<file path="config.mk">
export PLATFORM = sky130hd
export DESIGN_NAME = srm_fsm_ctrl
export DESIGN_NICKNAME = d
export VERILOG_FILES = /design/src/rtl/srm_pkg.sv /design/src/rtl/srm_ctrl_outdec.sv /design/src/rtl/srm_fsm_ctrl.sv
export SDC_FILE = /design/constraint.sdc
export NUM_CORES = 1
export LEC_CHECK = 0
export CAP_MARGIN = 25
export CORE_MARGIN = 8
export CORE_UTILIZATION = 25
export CTS_CLUSTER_DIAMETER = 200
export DETAILED_ROUTE_END_ITERATION = 7
export PLACE_DENSITY = 0.48
export SETUP_SLACK_MARGIN = 0.3
export SLEW_MARGIN = 20
export SYNTH_ARGS = -nofsm -noshare
export SYNTH_HDL_FRONTEND = slang
export SYNTH_SLANG_ARGS = --single-unit
</file>
<file path="constraint.sdc">
create_clock -name clk -period 3.5 [get_ports clk]
set_input_delay 1.05 -clock clk [delete_from_list [all_inputs] [get_ports clk]]
set_output_delay 1.05 -clock clk [all_outputs]
set_load 0.02 [all_outputs]
</file>
<file path="src/rtl/srm_pkg.sv">
// Shared encodings for the SRM instruction controller: states, opcode/op
// classes, register-select and writeback-source codes, control word layout.
package srm_pkg;

  localparam int unsigned STATE_W = 3;
  localparam int unsigned OPC_W   = 3;
  localparam int unsigned OP_W    = 2;
  localparam int unsigned NSEL_W  = 3;
  localparam int unsigned VSEL_W  = 2;

  typedef enum logic [STATE_W-1:0] {
    S_WAIT   = 3'd0,
    S_DECODE = 3'd1,
    S_WR_IMM = 3'd2,
    S_GET_A  = 3'd3,
    S_GET_B  = 3'd4,
    S_ALU_OP = 3'd5,
    S_CMP_OP = 3'd6,
    S_WR_RD  = 3'd7
  } state_e;

  localparam logic [OPC_W-1:0] OPC_MOV = 3'b110;
  localparam logic [OPC_W-1:0] OPC_ALU = 3'b101;

  localparam logic [OP_W-1:0] OP_ADD     = 2'b00;
  localparam logic [OP_W-1:0] OP_CMP     = 2'b01;
  localparam logic [OP_W-1:0] OP_AND     = 2'b10;
  localparam logic [OP_W-1:0] OP_MVN     = 2'b11;
  localparam logic [OP_W-1:0] OP_MOV_REG = 2'b00;
  localparam logic [OP_W-1:0] OP_MOV_IMM = 2'b10;

  localparam logic [NSEL_W-1:0] NSEL_RN = 3'b100;
  localparam logic [NSEL_W-1:0] NSEL_RD = 3'b010;
  localparam logic [NSEL_W-1:0] NSEL_RM = 3'b001;

  localparam logic [VSEL_W-1:0] VSEL_C     = 2'b00;
  localparam logic [VSEL_W-1:0] VSEL_PC    = 2'b01;
  localparam logic [VSEL_W-1:0] VSEL_IMM   = 2'b10;
  localparam logic [VSEL_W-1:0] VSEL_MDATA = 2'b11;

  typedef struct packed {
    logic              w;
    logic [NSEL_W-1:0] nsel;
    logic              loada;
    logic              loadb;
    logic              loadc;
    logic              loads;
    logic              asel;
    logic              bsel;
    logic [VSEL_W-1:0] vsel;
    logic              write;
  } ctrl_t;

  localparam ctrl_t CTRL_IDLE = '{w: 1'b1, nsel: NSEL_RM, loada: 1'b0, loadb: 1'b0,
                                  loadc: 1'b0, loads: 1'b0, asel: 1'b0, bsel: 1'b0,
                                  vsel: VSEL_C, write: 1'b0};

  // MOV-reg and MVN pass only the B operand through the ALU, so A is forced to zero.
  function automatic logic a_is_zero(input logic [OPC_W-1:0] opcode, input logic [OP_W-1:0] op);
    return ((opcode == OPC_MOV) && (op == OP_MOV_REG)) ||
           ((opcode == OPC_ALU) && (op == OP_MVN));
  endfunction

endpackage

</file>
<file path="src/rtl/srm_ctrl_outdec.sv">
// Control-word decode for one controller state; opcode/op only shape the
// A-operand select inside ALU_OP.
module srm_ctrl_outdec
  import srm_pkg::*;
(
  input  state_e           state,
  input  logic [OPC_W-1:0] opcode,
  input  logic [OP_W-1:0]  op,
  output ctrl_t            ctrl_c
);

  always_comb begin
    ctrl_c   = CTRL_IDLE;
    ctrl_c.w = 1'b0;
    case (state)
      S_WAIT:   ctrl_c.w = 1'b1;
      S_DECODE: ctrl_c.w = 1'b0;
      S_WR_IMM: begin
        ctrl_c.nsel  = NSEL_RN;
        ctrl_c.vsel  = VSEL_IMM;
        ctrl_c.write = 1'b1;
      end
      S_GET_A: begin
        ctrl_c.nsel  = NSEL_RN;
        ctrl_c.loada = 1'b1;
      end
      S_GET_B: begin
        ctrl_c.nsel  = NSEL_RM;
        ctrl_c.loadb = 1'b1;
      end
      S_ALU_OP: begin
        ctrl_c.loadc = 1'b1;
        ctrl_c.asel  = a_is_zero(opcode, op);
      end
      S_CMP_OP: ctrl_c.loads = 1'b1;
      S_WR_RD: begin
        ctrl_c.nsel  = NSEL_RD;
        ctrl_c.vsel  = VSEL_C;
        ctrl_c.write = 1'b1;
      end
      default: ctrl_c = CTRL_IDLE;
    endcase
  end

endmodule

</file>
<file path="src/rtl/srm_fsm_ctrl.sv">
// SRM instruction sequencer: steps the datapath through each instruction class.
// Outputs are registered from the next-state decode so they always match the state register.
module srm_fsm_ctrl
  import srm_pkg::*;
(
  input  logic              clk,
  input  logic              reset_n,
  input  logic              s,
  input  logic [OPC_W-1:0]  opcode,
  input  logic [OP_W-1:0]   op,
  output logic              w,
  output logic [NSEL_W-1:0] nsel,
  output logic              loada,
  output logic              loadb,
  output logic              loadc,
  output logic              loads,
  output logic              asel,
  output logic              bsel,
  output logic [VSEL_W-1:0] vsel,
  output logic              write
);

  state_e state_q, state_d;
  ctrl_t  ctrl_d, ctrl_q;

  // Next-state logic
  always_comb begin
    state_d = state_q;
    case (state_q)
      S_WAIT:   state_d = s ? S_DECODE : S_WAIT;
      S_DECODE: begin
        if ((opcode == OPC_MOV) && (op == OP_MOV_IMM))      state_d = S_WR_IMM;
        else if ((opcode == OPC_MOV) && (op == OP_MOV_REG)) state_d = S_GET_B;
        else if (opcode == OPC_ALU)                         state_d = (op == OP_MVN) ? S_GET_B : S_GET_A;
        else                                                state_d = S_WAIT;
      end
      S_WR_IMM: state_d = S_WAIT;
      S_GET_A:  state_d = S_GET_B;
      S_GET_B:  state_d = ((opcode == OPC_ALU) && (op == OP_CMP)) ? S_CMP_OP : S_ALU_OP;
      S_ALU_OP: state_d = S_WR_RD;
      S_CMP_OP: state_d = S_WAIT;
      S_WR_RD:  state_d = S_WAIT;
      default:  state_d = S_WAIT;
    endcase
  end

  srm_ctrl_outdec u_outdec (
    .state  (state_d),
    .opcode (opcode),
    .op     (op),
    .ctrl_c (ctrl_d)
  );

  always_ff @(posedge clk or negedge reset_n) begin
    if (!reset_n) begin
      state_q <= S_WAIT;
      ctrl_q  <= CTRL_IDLE;
    end else begin
      state_q <= state_d;
      ctrl_q  <= ctrl_d;
    end
  end

  assign w     = ctrl_q.w;
  assign nsel  = ctrl_q.nsel;
  assign loada = ctrl_q.loada;
  assign loadb = ctrl_q.loadb;
  assign loadc = ctrl_q.loadc;
  assign loads = ctrl_q.loads;
  assign asel  = ctrl_q.asel;
  assign bsel  = ctrl_q.bsel;
  assign vsel  = ctrl_q.vsel;
  assign write = ctrl_q.write;

endmodule

</file>
### Yosys cells after proc, flatten, opt, wreduce, memory -nomap -nowiden

Cells that the tools add are included.

* logic and storage cells: 53
* register bits: 15

* reductions and logical operators: 10
* equality and inequality tests: 18
* mux-type cells: 15

Operators by type and width (count)
* $eq 3x3->1 const B: 10
* $pmux 3 s6: 1
* $eq 3x2->1 const B: 4
* $mux 3: 4
* $pmux 3 s2: 2
* $mux 1: 7
* $logic_not 3->1: 2
* $eq 2x2->1 const B: 2
* $logic_and 1x1->1: 4
* $eq 3x1->1 const B: 1
* $reduce_or 3->1: 1
* $eq 2x1->1 const B: 1
* $logic_not 2->1: 1
* $mux 2: 1
* $reduce_or 2->1: 1
* $logic_or 1x1->1: 1

### Depth between registers and ports, before layout

* word-level depth: 9
* mapped depth: 6
* depth with buffers taken out: 5

### Cells and area by module

Synthesis repeated with hierarchy kept, for this count alone.

* cells, all modules: 56
* area total of the unflattened synthesis: 668.1 µm²

Modules (own cells, without submodules)
* srm_fsm_ctrl: sequential area each 402.9 µm², area each 536.8 µm², times used 1, cells an instance 36
* srm_ctrl_outdec: sequential area each 0.0 µm², area each 131.4 µm², times used 1, cells an instance 20

### Worst setup path before layout

Ideal clock, no wire load.

* kind: in2reg
* start point: in opcode[1]
* end point: reg ctrl_q (netlist bit write)
* slack: 1.525 ns
* arrival time: 1.841 ns
* data required time: 3.366 ns
* stages: 4
* setup time: 0.134 ns
* buffers on the path: 0
* cell sequence: and3b_4 a31o_4 a211oi_4 o22ai_1

RTL lines
* from (decl): RTL line srm_fsm_ctrl.sv:9 `input logic [OPC_W-1:0] opcode,`
* to (signal assigned): RTL line srm_fsm_ctrl.sv:60 `ctrl_q <= ctrl_d;`
* to (decl): RTL line srm_fsm_ctrl.sv:24 `ctrl_t ctrl_d, ctrl_q;`

### Worst setup path after layout

* start point: reg ctrl_q (netlist bit nsel[0])
* end point: out nsel[0]

RTL lines
* to (decl): RTL line srm_fsm_ctrl.sv:12 `output logic [NSEL_W-1:0] nsel,`

No word-level cell between the ends.

==> summary.md <==
| Metric | Value |
|---|---|
| Total power | `about 0.59 mW` |
| Largest net degree at the start of global routing | `15` |
| Initial core utilization | `roughly 26%` |
| CP Class | `register to output pin` |
| Worst EP arrival | `~1400 ps` |
| Total Wirelength | `~1.2 mm` |
| RSZ-0062 raised after global routing | `false` |
| Dpl hpwl | `approximately 990 um` |
| Die Footprint | `4346 um^2` |
| Post-synthesis instance area | `623.1 um^2` |
| Combinational group share of total power | `about 39%` |
| H-tree levels | `1` |
| CP max FO | `1` |
| Row count | `18` |
| Fraction of layout cells with a size suffix above 1 | `between 10 and 15%` |
| Yosys warnings | `0` |
| Final Net Count | `85` |
| # IOs | `21` |
| Via density | `4.245` |
| Worst-path clk slew | `about 80 ps` |
| Sw frac | `a little over a third` |
| Buf+Inv Stages, Crit Path | `1` |
| Sink Count | `14` |
| Cell count after synthesis | `56` |
| Post-CTS sizing | `0` |
| Vias in the first global route | `approximately 480` |
| DRC | `0` |
| NetSw | `~0.21 mW` |
| Core area | `about 2400 um^2` |
| CP max stage delay | `about 590 ps` |
| Drt first pass iters | `4` |
| Hold Vio Cnt, Final | `0` |
| Top Family by Delay on Critical Path | `buffers and inverters` |
| Clock Latency Late Sink | `270 ps` |
| Fmax | `412.4 MHz` |
| #FFs+latches synth | `14` |
| Int Power | `0.3778 mW` |
| Seq/Total Area, Yosys | `around 57%` |
| Hold path depth | `1` |
| Reg power frac | `a little over two fifths` |
| Library cells used by synthesis | `27` |
| Final Wtd Congestion | `around 0.71` |
| Power per Cell Area | `between 600 and 700 nW/um^2` |
| CP Cell Sequence | `clkdlybuf4s50_1` |
| Gr ovfl total | `0` |
| Crit. path cell count | `1` |
| Antenna violations before repair | `0` |
| Area Growth Syn to Fin | `38.15%` |
| Peak VDD IR | `0.2037 mV` |
| Clock tree buffer depth | `2` |
| Die Wd | `65.93 um` |
| Setup Buffers After CTS | `0` |
| Req. time, crit path | `roughly 2500 ps` |
| Critical Path Start Type | `register` |
| Leakage Power | `~0.37 nW` |
| Most common cell after layout, fill and taps aside | `clkdlybuf4s50_1` |
| Commonest non-fill, non-tap cells in the layout | `18 x clkdlybuf4s50_1, 12 x dfrtp_1, 5 x inv_1, 5 x nand2_1, 4 x nor2_1` |
| Outcome | `completed` |
| Final Skew | `approximately 3.5 ps` |
| Max-slew headroom | `about three fifths` |
| Tmin final | `between 2000 and 2500 ps` |
| Worst Max-Slew Pin Slew | `approximately 580 ps` |
| Slowest CP cell | `clkdlybuf4s50_1` |
| Clock Power Share | `18.8%` |
| Crit. End Element | `output pin` |
| Vias | `between 400 and 500` |
| Final setup TNS | `0 ps` |
| Mapped Avg Cell Area | `11.13 um^2` |
| Cts hold-fix bufs | `0` |
| Utilization after layout | `a little over a third` |
| Final Setup Violations | `0` |
| Num CTS Buffers | `3` |
| CTS tree | `done` |
| Hold Crit Class | `register to register` |
| CTS root buffer | `clkbuf_4` |
| Routed len/inst | `roughly 11 um` |
| Port bufs | `18` |
| Total Routing Usage GR | `under 10%` |
| Post-route ant nets | `0` |
| First-pass GRT wire length | `between 2 and 2.5 mm` |
| Fin crit share | `around 69%` |
| Die Y | `65.93 um` |
| Max-Cap Viols | `0` |
| Ant. Diodes | `0` |
| Max-slew violations | `0` |
| Worst reg2reg path depth | `4` |
| Initial DRC count | `4` |
per-stage QoR:
stage                     cell area [um^2]  worst slack, ps  hold WS (ps)  cells
after CTS                            860.8             1059         553.5    106
final                                860.8             1075         556.1    106
after global placement               824.5            904.1         549.6    102
after global routing                 860.8             1027         593.0    106
after detailed placement             824.5            898.3         540.2    102
after floorplan                      626.9             1525         489.6     57
state kept, by name, summed over array words and instances, names as in the netlist:
signal / cells
asel: 1
loada: 1
loadb: 1
loadc: 1
loads: 1
nsel: 3
state_q: 3
vsel: 1
w: 1
write: 1
routing by layer:
metal | GRT usage, % | part of all wire [%]
met1 | 7.150 | 46
met2 | 9.013 | 43
met3 | 1.695 | 8.2
met4 | 4.087 | 2.3
met5 | 0 | 0
synth_stat cells (all sizes together):
cell type / count / area (um^2)
a311oi: 1 / 15.01
a21oi: 2 / 10.01
nor2: 4 / 15.01
buf: 3 / 20.01
a211oi: 1 / 20.02
a31o: 1 / 17.52
dfrtp: 12 / 300.3
nand2: 5 / 18.77
nor3b: 2 / 15.01
nor3: 3 / 15.01
nand2b: 1 / 6.260
a21o: 1 / 7.510
a211o: 1 / 8.760
conb: 1 / 3.750
o21ai: 3 / 15.01
dfstp: 2 / 52.55
and3b: 1 / 12.51
and4b: 1 / 10.01
inv: 5 / 18.77
o22ai: 1 / 6.260
nor4b: 1 / 8.760
nor2b: 2 / 15.02
nand3: 1 / 5.000
a31oi: 1 / 6.260
path summary, 6_finish.rpt:
path | endpoint | slack, ps | startpoint
worst max-delay path | nsel[0] | 1080 | nsel[0]$_DFF_PN1_
worst min-delay path | loads$_DFF_PN0_ | 560 | state_q[0]$_DFF_PN0_
worst max register to register | write$_DFF_PN0_ | 2150 | state_q[2]$_DFF_PN0_
worst min register to register | loads$_DFF_PN0_ | 560 | state_q[0]$_DFF_PN0_
max in group asynchronous | state_q[2]$_DFF_PN0_ | 1970 | reset_n
min in group asynchronous | loadc$_DFF_PN0_ | 1150 | reset_n
cell type report:
| class | instances | area [um^2] |
|---|---|---|
| inverters | 5 | 18.77 |
| multi-input cells | 35 | 235.2 |
| clock buffers | 4 | 36.28 |
| repair buffers | 18 | 180.2 |
| well taps | 30 | 37.54 |
| fillers | 244 | 1549 |
| flip-flops and latches | 14 | 352.8 |
cell families (layout without fill, tap and decap cells):
kind of cell / count (synthesis) / count (layout) / share of synthesized area, %
other: 1 / 2 / 0.6018
AND/OR/NAND/NOR: 21 / 21 / 19.48
flip-flops: 14 / 14 / 56.63
buffers and inverters: 8 / 27 / 6.224
AO/OA/AOI/OAI: 12 / 12 / 17.07
power by group through the flow:
stage                     Sequential (mW)  Clock (mW)  Combinational (mW)
after floorplan                     0.267           0               0.134
after global placement              0.251           0               0.236
after detailed placement            0.250           0               0.236
after CTS                           0.247       0.114               0.235
after global routing                0.255       0.123               0.254
final                               0.246       0.110               0.232
No activity file was read; power rests on OpenSTA's default activity.
